**src/rtl/lcd_hd44780_responder.sv**
```systemverilog
// HD44780-class LCD controller model: display side of the 4/8-bit bus.
// Decodes the instruction subset, holds a 128-byte DDRAM and a timed busy flag.
//
// Ports:
//   clk, nrst                 clock, async active-low reset
//   rs, rw, e, db_in[3:0]     bus from initiator (DB7..DB4)
//   db_out[3:0], db_oe        read data and drive enable
//   busy                      busy flag (BF)
//   four_bit, two_line        function set state (DL inverted, N)
//   disp_on, cursor_on,
//   blink_on, inc_mode        display control D/C/B, entry mode I/D
//   ac[6:0]                   address counter
//   err_overrun, err_proto    sticky error flags
//   dbg_addr, dbg_data        debug DDRAM read port, 1-cycle latency
module lcd_hd44780_responder #(
  parameter int unsigned EXEC_CYCLES  = 4000,
  parameter int unsigned CLEAR_CYCLES = 152000
) (
  input  logic       clk,
  input  logic       nrst,
  input  logic       rs,
  input  logic       rw,
  input  logic       e,
  input  logic [3:0] db_in,
  output logic [3:0] db_out,
  output logic       db_oe,
  output logic       busy,
  output logic       four_bit,
  output logic       disp_on,
  output logic       cursor_on,
  output logic       blink_on,
  output logic       two_line,
  output logic       inc_mode,
  output logic [6:0] ac,
  output logic       err_overrun,
  output logic       err_proto,
  input  logic [6:0] dbg_addr,
  output logic [7:0] dbg_data
);

  localparam int unsigned MAXC =
    (EXEC_CYCLES > CLEAR_CYCLES) ? EXEC_CYCLES : CLEAR_CYCLES;
  localparam int CW = $clog2(MAXC + 1);
  localparam logic [CW-1:0] EXEC_LD = CW'(EXEC_CYCLES);
  localparam logic [CW-1:0] CLR_LD  = CW'(CLEAR_CYCLES);
  localparam logic [CW-1:0] ONE     = CW'(1);

  logic [7:0] mem [128];

  logic          e_q, e_d;
  logic          hi_q, hi_d;
  logic [3:0]    hn_q, hn_d;
  logic          hrs_q, hrs_d;
  logic          hrw_q, hrw_d;
  logic [3:0]    rlo_q, rlo_d;
  logic [3:0]    dbo_q, dbo_d;
  logic          oe_q, oe_d;
  logic          four_q, four_d;
  logic          d_q, d_d;
  logic          c_q, c_d;
  logic          b_q, b_d;
  logic          n_q, n_d;
  logic          inc_q, inc_d;
  logic [6:0]    ac_q, ac_d;
  logic          eo_q, eo_d;
  logic          ep_q, ep_d;
  logic [CW-1:0] cnt_q, cnt_d;
  logic          clr_q, clr_d;
  logic [6:0]    cidx_q, cidx_d;
  logic [7:0]    dbg_q;

  logic       fall, rise, bsy, done, mism, ok;
  logic       brs, brw, wr_go, mem_we;
  logic [7:0] bval, rword;
  logic [6:0] ac_step;

  always_comb begin
    fall    = e_q & ~e;
    rise    = ~e_q & e;
    bsy     = (cnt_q != '0);
    // a byte completes on every fall in 8-bit mode,
    // on the second fall of a pair in 4-bit mode
    done    = fall & (~four_q | ~hi_q);
    mism    = four_q & ~hi_q & ((hrs_q ^ rs) | (hrw_q ^ rw));
    bval    = four_q ? {hn_q, db_in} : {db_in, 4'h0};
    brs     = four_q ? hrs_q : rs;
    brw     = four_q ? hrw_q : rw;
    ok      = done & ~mism;
    wr_go   = ok & ~brw & ~bsy;
    mem_we  = wr_go & brs;
    rword   = rs ? mem[ac_q] : {bsy, ac_q};
    ac_step = inc_q ? ac_q + 7'd1 : ac_q - 7'd1;
  end

  always_comb begin
    e_d    = e;
    hi_d   = hi_q;
    hn_d   = hn_q;
    hrs_d  = hrs_q;
    hrw_d  = hrw_q;
    rlo_d  = rlo_q;
    dbo_d  = dbo_q;
    oe_d   = oe_q;
    four_d = four_q;
    d_d    = d_q;
    c_d    = c_q;
    b_d    = b_q;
    n_d    = n_q;
    inc_d  = inc_q;
    ac_d   = ac_q;
    eo_d   = eo_q;
    ep_d   = ep_q;
    cnt_d  = bsy ? cnt_q - ONE : cnt_q;
    clr_d  = clr_q;
    cidx_d = cidx_q;

    if (clr_q) begin
      cidx_d = cidx_q + 7'd1;
      if (cidx_q == 7'h7f) clr_d = 1'b0;
    end

    if (fall & four_q & hi_q) begin
      hi_d  = 1'b0;
      hn_d  = db_in;
      hrs_d = rs;
      hrw_d = rw;
    end
    if (done & four_q) hi_d = 1'b1;
    if (done & mism)   ep_d = 1'b1;

    // whole read word is captured on the first strobe of a pair
    if (rise & rw) begin
      oe_d = 1'b1;
      if (~four_q | hi_q) begin
        rlo_d = rword[3:0];
        dbo_d = rword[7:4];
      end else begin
        dbo_d = rlo_q;
      end
    end
    if (fall) oe_d = 1'b0;

    if (ok & brw & brs) ac_d = ac_step;
    if (ok & ~brw & bsy) eo_d = 1'b1;

    if (wr_go & brs) begin
      ac_d  = ac_step;
      cnt_d = EXEC_LD;
    end

    if (wr_go & ~brs) begin
      cnt_d = EXEC_LD;
      unique casez (bval)
        8'b1???????: ac_d = bval[6:0];
        8'b01??????: begin end
        8'b001?????: begin
          n_d    = bval[3];
          four_d = ~bval[4];
          hi_d   = 1'b1;
        end
        8'b0001????: begin
          if (!bval[3])
            ac_d = bval[2] ? ac_q + 7'd1 : ac_q - 7'd1;
        end
        8'b00001???: {d_d, c_d, b_d} = bval[2:0];
        8'b000001??: inc_d = bval[1];
        8'b0000001?: begin
          ac_d  = 7'd0;
          cnt_d = CLR_LD;
        end
        8'b00000001: begin
          ac_d   = 7'd0;
          inc_d  = 1'b1;
          clr_d  = 1'b1;
          cidx_d = 7'd0;
          cnt_d  = CLR_LD;
        end
        default: cnt_d = '0;
      endcase
    end
  end

  always_ff @(posedge clk or negedge nrst) begin
    if (!nrst) begin
      e_q    <= 1'b0;
      hi_q   <= 1'b1;
      hn_q   <= 4'h0;
      hrs_q  <= 1'b0;
      hrw_q  <= 1'b0;
      rlo_q  <= 4'h0;
      dbo_q  <= 4'h0;
      oe_q   <= 1'b0;
      four_q <= 1'b0;
      d_q    <= 1'b0;
      c_q    <= 1'b0;
      b_q    <= 1'b0;
      n_q    <= 1'b0;
      inc_q  <= 1'b1;
      ac_q   <= 7'd0;
      eo_q   <= 1'b0;
      ep_q   <= 1'b0;
      cnt_q  <= '0;
      clr_q  <= 1'b0;
      cidx_q <= 7'd0;
    end else begin
      e_q    <= e_d;
      hi_q   <= hi_d;
      hn_q   <= hn_d;
      hrs_q  <= hrs_d;
      hrw_q  <= hrw_d;
      rlo_q  <= rlo_d;
      dbo_q  <= dbo_d;
      oe_q   <= oe_d;
      four_q <= four_d;
      d_q    <= d_d;
      c_q    <= c_d;
      b_q    <= b_d;
      n_q    <= n_d;
      inc_q  <= inc_d;
      ac_q   <= ac_d;
      eo_q   <= eo_d;
      ep_q   <= ep_d;
      cnt_q  <= cnt_d;
      clr_q  <= clr_d;
      cidx_q <= cidx_d;
    end
  end

  // DDRAM has no reset; the clear sweep owns the write port while busy
  always_ff @(posedge clk) begin
    if (clr_q)
      mem[cidx_q] <= 8'h20;
    else if (mem_we)
      mem[ac_q] <= bval;
    dbg_q <= mem[dbg_addr];
  end

  assign db_out      = dbo_q;
  assign db_oe       = oe_q;
  assign busy        = bsy;
  assign four_bit    = four_q;
  assign disp_on     = d_q;
  assign cursor_on   = c_q;
  assign blink_on    = b_q;
  assign two_line    = n_q;
  assign inc_mode    = inc_q;
  assign ac          = ac_q;
  assign err_overrun = eo_q;
  assign err_proto   = ep_q;
  assign dbg_data    = dbg_q;

endmodule

```
**config.mk**
```make
export PLATFORM = sky130hd
export DESIGN_NAME = lcd_hd44780_responder
export DESIGN_NICKNAME = d
export VERILOG_FILES = /design/src/rtl/lcd_hd44780_responder.sv
export SDC_FILE = /design/constraint.sdc
export NUM_CORES = 2
export LEC_CHECK = 0
export BUFFER_PORTS_ARGS = -buffer_cell sky130_fd_sc_hd__buf_2
export CORE_UTILIZATION = 54
export DETAILED_ROUTE_END_ITERATION = 10
export GPL_TIMING_DRIVEN = 0
export HOLD_SLACK_MARGIN = 0.15
export PLACE_DENSITY = 0.76
export REMOVE_ABC_BUFFERS = 1
export SLEW_MARGIN = 10
export SYNTH_ARGS = -nofsm -noshare
export SYNTH_HDL_FRONTEND = slang
export SYNTH_SLANG_ARGS = --single-unit
```
**constraint.sdc**
```tcl
create_clock -name clk -period 7.47 [get_ports clk]
set_clock_uncertainty 0.15 [all_clocks]
set_input_delay 1.494 -clock clk [delete_from_list [all_inputs] [get_ports clk]]
set_output_delay 1.494 -clock clk [all_outputs]
set_load 0.03 [all_outputs]
```
==> qor.csv <==
stage,metric,value,unit
placement,Placer Congestion,0.920,
setup_path,CP Capture Type,flip-flop,
die,Die ar.,97200,sq um
synthesis,ys async rst share,5.32,%
global_routing,GRT Resource Usage Total,31.4,%
global_routing,met2 usage,46.6,%
global_routing,GR met3 Demand/Resource,8.35,%
setup_path,"critical path, cell by cell",clkinv_1 -> nor2_1 -> a31oi_1 -> nor2_1,
detailed_routing,Vias,30500,
die,Die Wd,312,um
finish,Syn-to-layout area delta,11.6,%
synthesis,Commonest cells post-synth,"edfxtp_1 (1024), mux4_2 (593), nor2_1 (225)",
clock_tree,CTS tree,yes,
synthesis,"Seq/Total Area, Yosys",62.5,%
job,max-cap violations,0,
timing,setup violators final,0,
synthesis,Synth Register Bits,1090,
power_and_ir_drop,"IR drop worst, VDD",195,uV
global_routing,initial antenna violation count,6,
global_routing,largest net degree at the start of global routing,90,
status,status,"complete, no violations",
synthesis,Post-synth EDFFs,1024,
synthesis,Synth area leader,edfxtp_1,
die,FP Rows,113,
timing,Final Hold Violating Endpoints,0,
timing,Fmax,188,MHz
placement,placed wire-length estimate,98400,um
global_routing,busiest layer in global routing,met2,
setup_path,cell mode on critical path,nor2_1,
finish,share of cells above drive strength 1,32.3,%
setup_path,CP peak stage delay,1.26,ns
synthesis,"top cells by area, synth","edfxtp_1 (59%), mux4_2 (26%), dfrtp_1 (2.7%)",
global_routing,met1 Usage GRT,44.4,%
clock_tree,clk sinks,1090,
detailed_routing,drt wl/cell,36.6,um
die,initial core utilization,54.5,%
clock_tree,root buffer cell,clkbuf_16,
timing,Slew HR,13.4,%
detailed_routing,final antenna-violating net count,0,
hold_path,Hold Crit Class,flip-flop to flip-flop,
synthesis,most frequent cell after synthesis,edfxtp_1,
global_routing,vias in the first global route,30300,
synthesis,Yosys top cell area share,59.4,%
clock_tree,Worst-path clk slew,0.06,ns
placement,I/O Buffers,44,
power_and_ir_drop,Leak,15.5,nW
clock_tree,number of gates resized after CTS,0,
setup_path,CP Class,flip-flop to flip-flop,
finish,utilization after layout,60.9,%
detailed_routing,drt drc,0,
global_routing,first-pass GRT wire length,218000,um
power_and_ir_drop,pwr/cell area,250,nW/um^2
setup_path,Critical Path RT,7.61,ns
die,core footprint,95000,sq um
detailed_routing,DR vias/cell,7.40,
die,I/O pins,45,
die,die height,312,um
timing,Final min period,5.31,ns
clock_tree,CTS hold repair buffers,0,
setup_path,Critical-path top delay cell,nor2_1,
synthesis,Synth Cell Area,51800,sq um
synthesis,Post-Syn Instances,2762,
detailed_routing,iteration count of the initial detailed-routing pass,8,
clock_tree,Setup Buffers After CTS,0,
clock_tree,CTS Buf Count,109,
detailed_routing,Post-Route WL,151000,um
placement,Place WS,1.73,ns
setup_path,Worst Path Arrival,5.45,ns
synthesis,Unique masters post-synth,75,
timing,Final Cycle Share,71.1,%
clock_tree,Max Root-Sink Buffers,3,
clock_tree,htree depth,3,
synthesis,average size of a mapped cell,18.8,sq um
timing,Worst Slack Setup Final,2.16,ns
clock_tree,clk_lat worst skew,0.69,ns
timing,Final Max Tran Viols,0,
synthesis,Post-synth top flop,edfxtp_1,
detailed_routing,First DRT Iteration DRCs,4664,
finish,nets@finish,2777,
setup_path,critical-path maximum fanout,27,
timing,RSZ-0062 raised after global routing,false,
global_routing,grt ovf,0,
timing,worst-margin pin slew,1.29,ns
setup_path,startpoint types,flip-flop,
synthesis,Synth warnings,0,
-- kinds of logic (layout without fill, tap and decap cells) --
family,count (synthesis),in the layout,synth area share [%]
multiplexers,667,667,27.3
XOR/XNOR,36,36,0.609
other,0,2,0
flip-flops,1090,1090,62.5
AND/OR/NAND/NOR,488,488,4.39
adder cells (fa/ha/maj),5,5,0.121
buffers and inverters,227,311,1.84
AO/OA/AOI/OAI,249,249,3.29
-- power breakdown --
part,internal [mW],switching (mW),leakage (nW)
clock network,3.12,2.36,1.72
registers,6.60,0.183,8.38
logic,0.847,1.35,5.38
-- worst max-delay path: cells and delay by family, from the launching register on --
| kind | cells | cell delay [ns] |
|---|---|---|
| compound gates | 1 | 0.64 |
| buf+inv | 1 | 0.94 |
| flops | 1 | 0.93 |
| simple gates | 2 | 2.21 |
-- cell type report --
cell class,count,area (sq um)
flip-flops and latches,1090,32400
clock inverters,74,682
fillers,6501,37200
well taps,1265,1580
repair buffers,98,1610
inverters,12,50.0
multi-input cells,1445,18700
diodes,2,5.00
clock buffers,127,2840
-- worst paths after layout --
path,start,cells after the start,slack [ns],endpoint
max reg2reg,ac[4],4,2.16,mem[83][2]
min in group asynchronous,nrst,1,0.72,hn_q[3]
min,cnt_q[15],1,0.32,cnt_q[15]
max,ac[4],4,2.16,mem[83][2]
max in group asynchronous,nrst,1,5.84,ac[3]
min reg2reg,cnt_q[15],1,0.32,cnt_q[15]
-- sequential cells by signal, summed over array words and instances, names as in the netlist --
| register | count |
|---|---|
| hrs_q | 1 |
| db_out | 4 |
| cnt_q | 18 |
| err_overrun | 1 |
| hrw_q | 1 |
| inc_mode | 1 |
| cidx_q | 7 |
| mem | 1024 |
| hn_q | 4 |
| two_line | 1 |
| clr_q | 1 |
| ac | 7 |
| cursor_on | 1 |
| err_proto | 1 |
| disp_on | 1 |
| dbg_data | 8 |
| db_oe | 1 |
| e_q | 1 |
| blink_on | 1 |
| four_bit | 1 |
| hi_q | 1 |
| rlo_q | 4 |
-- per-layer routing --
metal / part of all wire (%) / vias up
li1: - / 11700
met2: 46 / 2335
met1: 36 / 16000
met5: 0.015 / -
met4: 5.3 / 4
met3: 13 / 356
-- per-stage QoR --
| stage | std cells | setup TNS, ns | total power [mW] | hold slack (ns) | area [sq um] |
|---|---|---|---|---|---|
| 2_1_floorplan | 2547 | -4391.09 | 8.33 | 0.289 | 50900 |
| 3_3_place_gp | 3856 | - | 8.99 | 0.287 | 52700 |
| 3_5_place_dp | 3910 | 0 | 9.07 | 0.306 | 54300 |
| 4_1_cts | 4111 | 0 | 14.4 | 0.319 | 57800 |
| 5_1_grt | 4111 | 0 | 14.7 | 0.353 | 57800 |
| 6_report | 4113 | 0 | 14.5 | 0.317 | 57800 |
-- placed cells by master (no fill, tap or decap), types with 39 or more instances in the layout --
cell,Yosys,layout
nor2_1,225,220
o21ai_0,40,40
nand2_1,101,100
clkbuf_16,0,111
a21oi_1,43,39
buf_16,0,39
dfrtp_1,56,49
buf_2,58,39
edfxtp_1,1024,1024
nor3_1,41,40
mux4_2,593,593
mux2i_1,50,50
(Power assumes the default switching activity.)
